==> src/rtl/seg_time_decoder.sv <==
// Stopwatch display-bus monitor: filters, validates and decodes six 7-segment digits (MM:SS:CC).
// Define SEG_DECODE_STEP_CHECK_EN to add the +1 cs step check and its error counter.

module seg_digit_dec #(
    parameter int ACTIVE_LOW = 1
) (
    input  logic [6:0] pat,
    output logic [3:0] val,
    output logic       ok
);
    logic [6:0] p;

    // Normalise to active-low g..a so one table serves both polarities.
    always_comb begin
        p   = (ACTIVE_LOW != 0) ? pat : ~pat;
        ok  = 1'b1;
        val = 4'd0;
        case (p)
            7'b1000000: val = 4'd0;
            7'b1111001: val = 4'd1;
            7'b0100100: val = 4'd2;
            7'b0110000: val = 4'd3;
            7'b0011001: val = 4'd4;
            7'b0010010: val = 4'd5;
            7'b0000010: val = 4'd6;
            7'b1111000: val = 4'd7;
            7'b0000000: val = 4'd8;
            7'b0010000: val = 4'd9;
            default:    ok  = 1'b0;
        endcase
    end
endmodule

module seg_time_decoder #(
    parameter int STABLE_CYCLES = 2,
    parameter int ACTIVE_LOW    = 1,
    parameter int CNT_W         = 8
) (
    input  logic             clk,
    input  logic             rst,
    input  logic [6:0]       digit5,
    input  logic [6:0]       digit4,
    input  logic [6:0]       digit3,
    input  logic [6:0]       digit2,
    input  logic [6:0]       digit1,
    input  logic [6:0]       digit0,
    output logic [5:0]       minutes,
    output logic [5:0]       seconds,
    output logic [6:0]       centis,
    output logic             time_valid,
    output logic             fmt_err,
    output logic             step_err,
    output logic [CNT_W-1:0] fmt_err_cnt,
    output logic [CNT_W-1:0] step_err_cnt
);
    localparam int NDIG = 6;
    localparam int SW   = 4;

    logic [NDIG-1:0][6:0] bus, in_q, last_frame;
    logic [NDIG-1:0][3:0] dval;
    logic [NDIG-1:0]      dok;
    logic [SW-1:0]        stab_cnt;
    logic                 last_vld;
    logic                 accept, frame_ok;
    logic [5:0]           new_min, new_sec;
    logic [6:0]           new_cs;

    assign bus = {digit5, digit4, digit3, digit2, digit1, digit0};

    generate
        for (genvar i = 0; i < NDIG; i++) begin : g_dig
            seg_digit_dec #(.ACTIVE_LOW(ACTIVE_LOW)) u_dec (
                .pat (in_q[i]),
                .val (dval[i]),
                .ok  (dok[i])
            );
        end
    endgenerate

    // last_vld lets an all-zero bus be evaluated straight after reset.
    assign accept   = (stab_cnt == SW'(STABLE_CYCLES)) && (!last_vld || (in_q != last_frame));
    assign frame_ok = (&dok) && (dval[5] <= 4'd5) && (dval[3] <= 4'd5);
    assign new_min  = 6'(dval[5]) * 6'd10 + 6'(dval[4]);
    assign new_sec  = 6'(dval[3]) * 6'd10 + 6'(dval[2]);
    assign new_cs   = 7'(dval[1]) * 7'd10 + 7'(dval[0]);

    always_ff @(posedge clk) begin
        if (rst) begin
            in_q        <= '0;
            stab_cnt    <= '0;
            last_frame  <= '0;
            last_vld    <= 1'b0;
            minutes     <= '0;
            seconds     <= '0;
            centis      <= '0;
            time_valid  <= 1'b0;
            fmt_err     <= 1'b0;
            fmt_err_cnt <= '0;
        end else begin
            in_q <= bus;
            if (bus != in_q)
                stab_cnt <= SW'(1);
            else if (stab_cnt != SW'(STABLE_CYCLES))
                stab_cnt <= stab_cnt + SW'(1);

            time_valid <= 1'b0;
            fmt_err    <= 1'b0;
            if (accept) begin
                last_frame <= in_q;
                last_vld   <= 1'b1;
                if (frame_ok) begin
                    minutes    <= new_min;
                    seconds    <= new_sec;
                    centis     <= new_cs;
                    time_valid <= 1'b1;
                end else begin
                    fmt_err <= 1'b1;
                    if (~&fmt_err_cnt)
                        fmt_err_cnt <= fmt_err_cnt + CNT_W'(1);
                end
            end
        end
    end

`ifdef SEG_DECODE_STEP_CHECK_EN
    logic [5:0] p_min, p_sec, n_min, n_sec;
    logic [6:0] p_cs, n_cs;
    logic       have_prev, step_mis;

    // Previous good time plus one centisecond, wrapping 59:59:99 -> 00:00:00.
    always_comb begin
        n_min = p_min;
        n_sec = p_sec;
        n_cs  = p_cs + 7'd1;
        if (p_cs == 7'd99) begin
            n_cs  = 7'd0;
            n_sec = p_sec + 6'd1;
            if (p_sec == 6'd59) begin
                n_sec = 6'd0;
                n_min = (p_min == 6'd59) ? 6'd0 : p_min + 6'd1;
            end
        end
    end

    assign step_mis = have_prev && ({n_min, n_sec, n_cs} != {new_min, new_sec, new_cs});

    always_ff @(posedge clk) begin
        if (rst) begin
            p_min        <= '0;
            p_sec        <= '0;
            p_cs         <= '0;
            have_prev    <= 1'b0;
            step_err     <= 1'b0;
            step_err_cnt <= '0;
        end else begin
            step_err <= 1'b0;
            if (accept && frame_ok) begin
                p_min     <= new_min;
                p_sec     <= new_sec;
                p_cs      <= new_cs;
                have_prev <= 1'b1;
                if (step_mis) begin
                    step_err <= 1'b1;
                    if (~&step_err_cnt)
                        step_err_cnt <= step_err_cnt + CNT_W'(1);
                end
            end
        end
    end
`else
    assign step_err     = 1'b0;
    assign step_err_cnt = '0;
`endif

endmodule

==> config.mk <==
export PLATFORM = sky130hd
export DESIGN_NAME = seg_time_decoder
export DESIGN_NICKNAME = d
export VERILOG_FILES = /design/src/rtl/seg_time_decoder.sv
export SDC_FILE = /design/constraint.sdc
export NUM_CORES = 1
export LEC_CHECK = 0
export CAP_MARGIN = 40
export CORE_MARGIN = 3
export CORE_UTILIZATION = 45
export DETAILED_ROUTE_END_ITERATION = 12
export PLACE_DENSITY = 0.66
export SLEW_MARGIN = 10
export SYNTH_ARGS = -nofsm -noshare
export SYNTH_HDL_FRONTEND = slang
export SYNTH_SLANG_ARGS = --single-unit
==> constraint.sdc <==
create_clock -name clk -period 4 [get_ports clk]
set_input_delay 0.4 -clock clk [delete_from_list [all_inputs] [get_ports clk]]
set_output_delay 0.4 -clock clk [all_outputs]
set_load 0.03 [all_outputs]
==> results.txt, run 1 <==
----------------------------------------------------
[Timing]
  Final setup violation count ... 0
  Share of the cycle needed by the critical path after routing ... 84.0%
  Slew at the pin with the worst max-slew slack ... around 0.85 ns
  Unrepaired setup endpoints after global routing ... false
  Highest clock rate ... approximately 300 MHz
  Minimum clock period after layout ... around 3.4 ns
  Count of pins over their slew limit ... 0
  TNS Setup ... 0 ns
  Setup slack of the critical path after layout ... between 0.6 and 0.7 ns
  Headroom to the max-slew limit ... a little over two fifths
  Clock Skews ... between 0.01 and 0.015 ns
  Final Hold Fails ... 0

[Global route]
  Global router's overall resource usage ... between 20% and 30%
  Via count of the first global-routing pass ... between 5000 and 6000
  Total overflow reported by the global router ... 0
  Initial antenna violation count ... 0
  Wire length of the first global-routing pass ... a little under 30 mm
  Pin count of the biggest net entering global routing ... 74

[Placement]
  Total placed instance area ... 7650 sq um
  Worst-case setup slack after placement ... 0.651 ns
  Number of I/O port buffers ... 72
  Post-DP HPWL ... 14.0 mm
  Final GP Congestion ... approximately 0.88

[Synthesis]
  Number of flops mapped to enable cells by yosys ... 0
  Register area share after synthesis ... roughly a third
  Adder-Cell Fraction of Synth Area ... under 10%
  Count leader, synth ... sky130_fd_sc_hd__dfxtp_1
  Largest family of logic cells by synthesized area ... simple AND/OR/NAND/NOR gates
  Most numerous cell types in the synthesized netlist ... sky130_fd_sc_hd__dfxtp_1, sky130_fd_sc_hd__nor2b_1, sky130_fd_sc_hd__xnor2_1, sky130_fd_sc_hd__nor2_1
  Cell count after synthesis ... between 700 and 800
  Share of synthesized cell area in and, or, nand and nor gates ... between 20% and 30%
  Top post-synthesis cells by area ... sky130_fd_sc_hd__dfxtp_1, sky130_fd_sc_hd__xnor2_1, sky130_fd_sc_hd__nor2b_1, sky130_fd_sc_hd__mux2i_1, sky130_fd_sc_hd__ha_1
  Average footprint of a synthesized cell ... 8.85 sq um
  Post-synthesis mux area share ... approximately 8.5%
  Count of yosys warnings during synthesis ... 0
  Area share of the leading cell type in the synthesized netlist ... between 30 and 40%
  Flip-flop cell with the highest count after synthesis ... sky130_fd_sc_hd__dfxtp_1
  Compound-cell area share of the yosys netlist ... a little under a tenth
  Ys async rst share ... 0%
  Cell area after synthesis ... 6920 sq um
  Register bit count reported by yosys ... 118
  Post-synth cell types ... between 60 and 70
  Cell type with the highest aggregate area in the netlist ... sky130_fd_sc_hd__dfxtp_1
  Post-Synth XOR/XNOR Area ... between 10% and 20%

[Outcome]
  Result of the run ... completed

[Power]
  Power Density ... between 300 and 400 nW/um^2
  Peak supply drop ... 0.268 mV
  Leakage power total ... roughly 0.0032 uW
  Overall Power ... 3120 uW

[Die]
  Die area ... 16900 sq um
  Floorplan die width ... between 100 and 150 um
  IO Count ... 82
  Placeable core area ... about 15000 sq um
  Initial cell density of the core ... approximately 47%
  Number of core rows ... 44
  Floorplan die height ... between 100 and 150 um

[Clock network]
  Inserted Clock Buffers ... 17
  Worst-case clock buffer depth ... 2
  Clock tree root buffer cell ... sky130_fd_sc_hd__clkbuf_16
  Post-CTS setup buffers ... 0
  CTS H-tree depth ... 4
  Number of cells upsized or downsized after cts ... 0
  TritonCTS clock tree ... yes
  Number of buffers inserted for hold repair after clock tree synthesis ... 0
  Insertion delay of the later-clocked pin in the worst-skew pair ... 0.42 ns
  Clock sinks ... around 120
  Clock transition at the registers of the reported paths ... ~0.060 ns

[Flow run]
  Number of max-cap violations ... 0

[Finish]
  N_diodes ... 0
  Area Overhead vs Synth ... 19.0%
  Final instance area ... slightly above 8000 sq um
  Share of cells above drive strength 1 ... 8.40%
  Total Nets Final ... about 890

[Detailed routing]
  Highest metal layer with signal wires ... met4
  DRT Pass-1 Iters ... 5
  DRT Wirelength ... ~18 mm
  Met2 Routed Length ... just under 9 mm
  Antenna-violating nets left ... 0
  Post-detailed-route wirelength per cell ... between 15 and 20 um
  DRT iter0 DRCs ... 357
  Via count of the routed design ... about 5700
  Drt via density ... approximately 5.6
  Met3 wire len ... roughly 900 um
  Met1 wire length ... roughly 8.2 mm
  DRC errors left ... 0

[Worst setup path]
  Slack of the worst reg-to-reg path ... between 0.6 and 0.7 ns
  R2r worst-path depth ... 12
  Category of the worst setup path capture point ... register
  Arrival time reported for the critical path endpoint ... approximately 3.7 ns
  Category of the worst setup path launch point ... register
  CP required ... around 4.3 ns
  Launching instance or port of the critical path ... in_q[14]
  Crit Path Max Fanout ... 10
  R2r endpoint ... seconds[5]
  End of the critical path ... seconds[5]
  Worst Setup Path Type ... register to register
  Launch instance of the worst register-to-register path ... in_q[14]

[Worst hold path]
  Class of the most critical hold timing path ... input port to register

----------------------------------------------------
## critical path, cell delays in order (launching register included)
cell and delay [ns]:
sky130_fd_sc_hd__dfxtp_1 0.42, sky130_fd_sc_hd__or3_1 0.46, sky130_fd_sc_hd__or4b_1 0.49, sky130_fd_sc_hd__o311ai_1 0.21, sky130_fd_sc_hd__ha_1 0.29, sky130_fd_sc_hd__inv_1 0.06, sky130_fd_sc_hd__fa_1 0.38, sky130_fd_sc_hd__nor2b_1 0.15
sky130_fd_sc_hd__o21ai_0 0.13, sky130_fd_sc_hd__xnor2_1 0.21, sky130_fd_sc_hd__xnor2_1 0.15, sky130_fd_sc_hd__nor2_1 0.05, sky130_fd_sc_hd__mux2_4 0.26
## worst min-delay path by stage
stage / start / endpoint / cells past startpoint
after floorplan: last_vld / last_vld / 2
after global placement: last_frame[29] / last_frame[29] / 2
after detailed placement: last_frame[26] / last_frame[26] / 2
after CTS: rst / last_frame[22] / 2
after global routing: rst / in_q[36] / 2
final: rst / last_frame[3] / 2
## flip-flops by register name, indices dropped and copies added (netlist names), 4 cells and up
register,cells
centis,7
fmt_err_cnt,8
in_q,42
last_frame,42
minutes,6
seconds,6
stab_cnt,4
## cell families after synthesis
group                    count (synthesis)
adder cells (fa/ha/maj)                 25
other                                    1
buffers and inverters                   91
AND/OR/NAND/NOR                        302
AO/OA/AOI/OAI                           92
XOR/XNOR                                98
flip-flops                             118
multiplexers                            55
## area by class of cell
class | instances | area (sq um)
Fill cell | 1315 | 6570
Tap cell | 184 | 230
Inverter | 18 | 67.6
Clock buffer | 18 | 439
Multi-Input combinational cell | 581 | 4160
Clock inverter | 14 | 153
Timing Repair Buffer | 84 | 828
Sequential cell | 118 | 2360
## metal layers
metal  track usage (%)  vias up
li1                  -     2759
met1              29.4     2724
met2              38.1      155
met3              5.24       27
met4              7.27        0
met5                 0        -
## placed cells by master, fill, tap and decap left out, types with 6 or more instances in the layout
cell type and n:
sky130_fd_sc_hd__nand3_1 15, sky130_fd_sc_hd__clkbuf_16 17, sky130_fd_sc_hd__nand2_1 26, sky130_fd_sc_hd__nor3_1 17, sky130_fd_sc_hd__conb_1 9, sky130_fd_sc_hd__nor2b_1 78, sky130_fd_sc_hd__xnor2_1 74, sky130_fd_sc_hd__ha_1 21
sky130_fd_sc_hd__o21ai_0 11, sky130_fd_sc_hd__mux2_4 6, sky130_fd_sc_hd__nor4_1 17, sky130_fd_sc_hd__mux2_2 7, sky130_fd_sc_hd__nand2b_1 20, sky130_fd_sc_hd__a31oi_1 12, sky130_fd_sc_hd__buf_4 12, sky130_fd_sc_hd__xor2_1 24
sky130_fd_sc_hd__inv_1 18, sky130_fd_sc_hd__clkinvlp_4 7, sky130_fd_sc_hd__nor2_1 66, sky130_fd_sc_hd__nand4_1 21, sky130_fd_sc_hd__mux2i_1 42, sky130_fd_sc_hd__a211oi_1 6, sky130_fd_sc_hd__a21oi_1 22, sky130_fd_sc_hd__or4_1 8
sky130_fd_sc_hd__clkdlybuf4s50_1 71, sky130_fd_sc_hd__dfxtp_1 118
## metrics by stage
step                instances  hold slack, ns  util, %
global placement          984           0.455     51.5
finish                   1017           0.345     55.6
floorplan                 790           0.440        -
CTS                      1017           0.331     55.6
detailed placement        985           0.460     51.6
global route             1017           0.330     55.6
## power by group
group | switching [uW] | internal, uW
clock | 581 | 935
combinational | 174 | 159
sequential | 69.8 | 1200
No activity file was read; power rests on OpenSTA's default activity.
==> run 2: changes to the inputs <==
PLACE_DENSITY = 0.69   (was 0.66)
clock period = 2.8 ns   (was 4 ns; I/O delays follow)
==> run 2 against run 1 <==
The flow now finishes with violations (negative setup slack). Largest power group unchanged. Maximum frequency up 12%. Non-clock buffer count up 89. Wire length grew 9.8%. Clock power up 66%.
==> results.txt, run 2 (synthesized netlist as in run 1, its figures left out) <==
----------------------------------------------------
[Worst setup path]
  CP required ... 3.10 ns (-1.21 ns)
  Category of the worst setup path launch point ... register
  Crit-path leading delay family ... simple AND/OR/NAND/NOR gates
  Cell-by-cell trace of the critical path ... or3_4 -> or4b_4 -> o311ai_4 -> ha_2 -> inv_2 -> fa_2 -> nor2b_4 -> o21ai_2 -> xnor2_2 -> xnor2_1 -> nor2_1 -> mux2_4
  Arrival time reported for the critical path endpoint ... 3.30 ns (-0.37 ns)
  CP bufs+invs ... 1 (unchanged)
  Crit Path Max Fanout ... 2 (-8)
  Worst Setup Path Type ... register to register
  Slowest CP cell ... sky130_fd_sc_hd__or4b_4
  CP max stage delay ... 0.51 ns (+0.02 ns)
  Category of the worst setup path capture point ... register

[Detailed routing]
  DRT Pass-1 Iters ... 4 (-1)
  Via count of the routed design ... 6106 (+7.8%)
  Antenna-violating nets left ... 0 (unchanged)
  DRT Wirelength ... 20.3 mm (+9.8%)
  Post-detailed-route wirelength per cell ... 18.4 um (+1.0%)
  DRC errors left ... 0 (unchanged)
  DRT iter0 DRCs ... 449 (+26%)
  Drt via density ... 5.53 (-0.80%)

[Die]
  Number of core rows ... 44 (unchanged)
  IO Count ... 82 (unchanged)
  Floorplan die width ... 130 um (unchanged)
  Placeable core area ... 14800 sq um (unchanged)
  Initial cell density of the core ... 46.7% (unchanged)
  Floorplan die height ... 130 um (unchanged)
  Die area ... 16900 sq um (unchanged)

[Finish]
  Final instance area ... 9320 sq um (+13%)
  Area of combinational cells with multiple inputs ... 4420 sq um (+6.4%)
  Total Nets Final ... 978 (+10%)
  Area Overhead vs Synth ... 34.6%
  Fill count ... 1193 (-9.3%)
  Fraction of the core area covered by cells at the end of the flow ... 62.9% (+7.3 points)
  N_diodes ... 0 (unchanged)
  Seq. cell area ... 2370 sq um (+0.37%)
  Largest registers ... in_q x42, last_frame x42, fmt_err_cnt x8
  Most frequent cells in the layout ... sky130_fd_sc_hd__dfxtp_1, sky130_fd_sc_hd__buf_4, sky130_fd_sc_hd__xnor2_1
  Share of cells above drive strength 1 ... 22.1% (+14 points)
  Most common cell after layout, fill and taps aside ... sky130_fd_sc_hd__dfxtp_1

[Timing]
  Setup slack of the critical path after layout ... -0.193 ns (-0.833 ns)
  Share of the cycle needed by the critical path after routing ... 107% (+23 points)
  Slew at the pin with the worst max-slew slack ... 0.665 ns (-0.183 ns)
  Highest clock rate ... 334 MHz (+12%)
  Final Hold Fails ... 0 (unchanged)
  Minimum clock period after layout ... 2.99 ns (-0.367 ns)
  Clock Skews ... 0.00692 ns (-0.00675 ns)
  WHS ... 0.386 ns (+0.0407 ns)
  Headroom to the max-slew limit ... 55.6% (+13 points)
  Final setup violation count ... 3 (+3)
  Unrepaired setup endpoints after global routing ... true
  Count of pins over their slew limit ... 0 (unchanged)

[Placement]
  Final GP Congestion ... 0.910 (+3.6%)
  Total placed instance area ... 8370 sq um (+9.5%)
  Post-DP HPWL ... 14.9 mm (+6.7%)
  Number of I/O port buffers ... 72 (unchanged)

[Power]
  Overall Power ... 4960 uW (+59%)
  Peak supply drop ... 0.460 mV (+72%)
  Power Density ... 533 nW/um^2 (+41%)
  Leakage power total ... 0.00381 uW (+18%)

[Global route]
  Pin count of the biggest net entering global routing ... 62 (-16%)
  Wire length of the first global-routing pass ... 30.8 mm (+3.4%)
  Initial antenna violation count ... 0 (unchanged)
  Met1 usage in global routing ... 30.5% (+1.2 points)
  Most congested layer reported by global routing ... met2
  Grt met2 use ... 39.6% (+1.6 points)
  Met3 Track Usage GR ... 5.61% (+0.37 points)
  Global router's overall resource usage ... 24.0% (+1.1 points)
  Total overflow reported by the global router ... 0 (unchanged)
  Via count of the first global-routing pass ... 5860 (+2.5%)

[Clock network]
  Inserted Clock Buffers ... 17 (unchanged)
  CTS H-tree depth ... 4 (unchanged)
  Worst-case clock buffer depth ... 2 (unchanged)
  Clock transition at the registers of the reported paths ... 0.05 ns (about the same)
  Clock tree root buffer cell ... sky130_fd_sc_hd__clkbuf_16
  Insertion delay of the later-clocked pin in the worst-skew pair ... 0.42 ns (about the same)
  Clock sinks ... 118 (unchanged)
  TritonCTS clock tree ... yes
  Number of buffers inserted for hold repair after clock tree synthesis ... 0 (unchanged)

[Outcome]
  Result of the run ... finished, violations left
  Failing checks ... negative setup slack

[Worst hold path]
  Class of the most critical hold timing path ... input port to register

[Flow run]
  Number of max-cap violations ... 0 (unchanged)

----------------------------------------------------
-- run 2: cell types whose count changed in the layout (fill, tap and decap cells not counted), sizes merged --
cell	delta
bufinv	+4
inv	-2
clkbuf	+4
buf	+89
clkinvlp	-7
-- run 2: through the flow --
step / worst slack, ns / setup TNS [ns] / cells
3_3_place_gp: -0.176 / -0.274 / 1063
6_report: -0.193 / -0.421 / 1105
5_1_grt: -0.281 / -0.757 / 1105
3_5_place_dp: -0.217 / -0.478 / 1063
2_1_floorplan: -0.228 / -0.401 / 790
4_1_cts: -0.207 / -0.352 / 1098
-- run 2: area by class of cell --
| cell class | count | share of cell area [%] |
|---|---|---|
| Multi-Input combinational cell | 581 | 47.5 |
| Sequential cell | 118 | 25.4 |
| Timing Repair Buffer | 173 | 16.6 |
| Clock buffer | 22 | 5.20 |
| Tap cell | 184 | 2.47 |
| Clock inverter | 9 | 2.10 |
| Inverter | 18 | 0.725 |
-- run 2: worst reg2reg max path, delay by kind of cell (launching register included) --
family	cells	cell delay, ns
AOI/OAI and AO/OA	2	0.23
xor gates and xnor gates	2	0.29
adders and majority gates	2	0.63
buffers and inverters	1	0.05
DFF	1	0.31
muxes	1	0.27
and+or+nand+nor	4	1.11
-- run 2: timing repair --
| item | in CTS | in global routing |
|---|---|---|
| setup buffers | 4 | 9 |
| setup endpoints to repair | 9 | 13 |
| gates resized for setup | 10 | 38 |
| pin swaps | 13 | 18 |
-- run 2: final timing paths --
| check | start | end | slack, ns | depth (start not counted) |
|---|---|---|---|---|
| worst min register to register | last_frame[36] | last_frame[36] | 0.47 | 2 |
| worst max-delay path | in_q[17] | seconds[5] | -0.19 | 12 |
| worst max register to register | in_q[17] | seconds[5] | -0.19 | 12 |
| worst min-delay path | rst | last_frame[33] | 0.39 | 2 |
-- run 2: metal layers --
layer | up-vias | share of wire, %
li1 | 2940 | -
met1 | 2929 | 43
met2 | 195 | 48
met3 | 42 | 5.7
met4 | 0 | 2.8
met5 | - | 0
-- run 2: report_power, final --
part           switching, uW  internal (uW)
Combinational            362            330
Clock                    765           1750
Sequential              36.8           1720
Total                   1160           3800
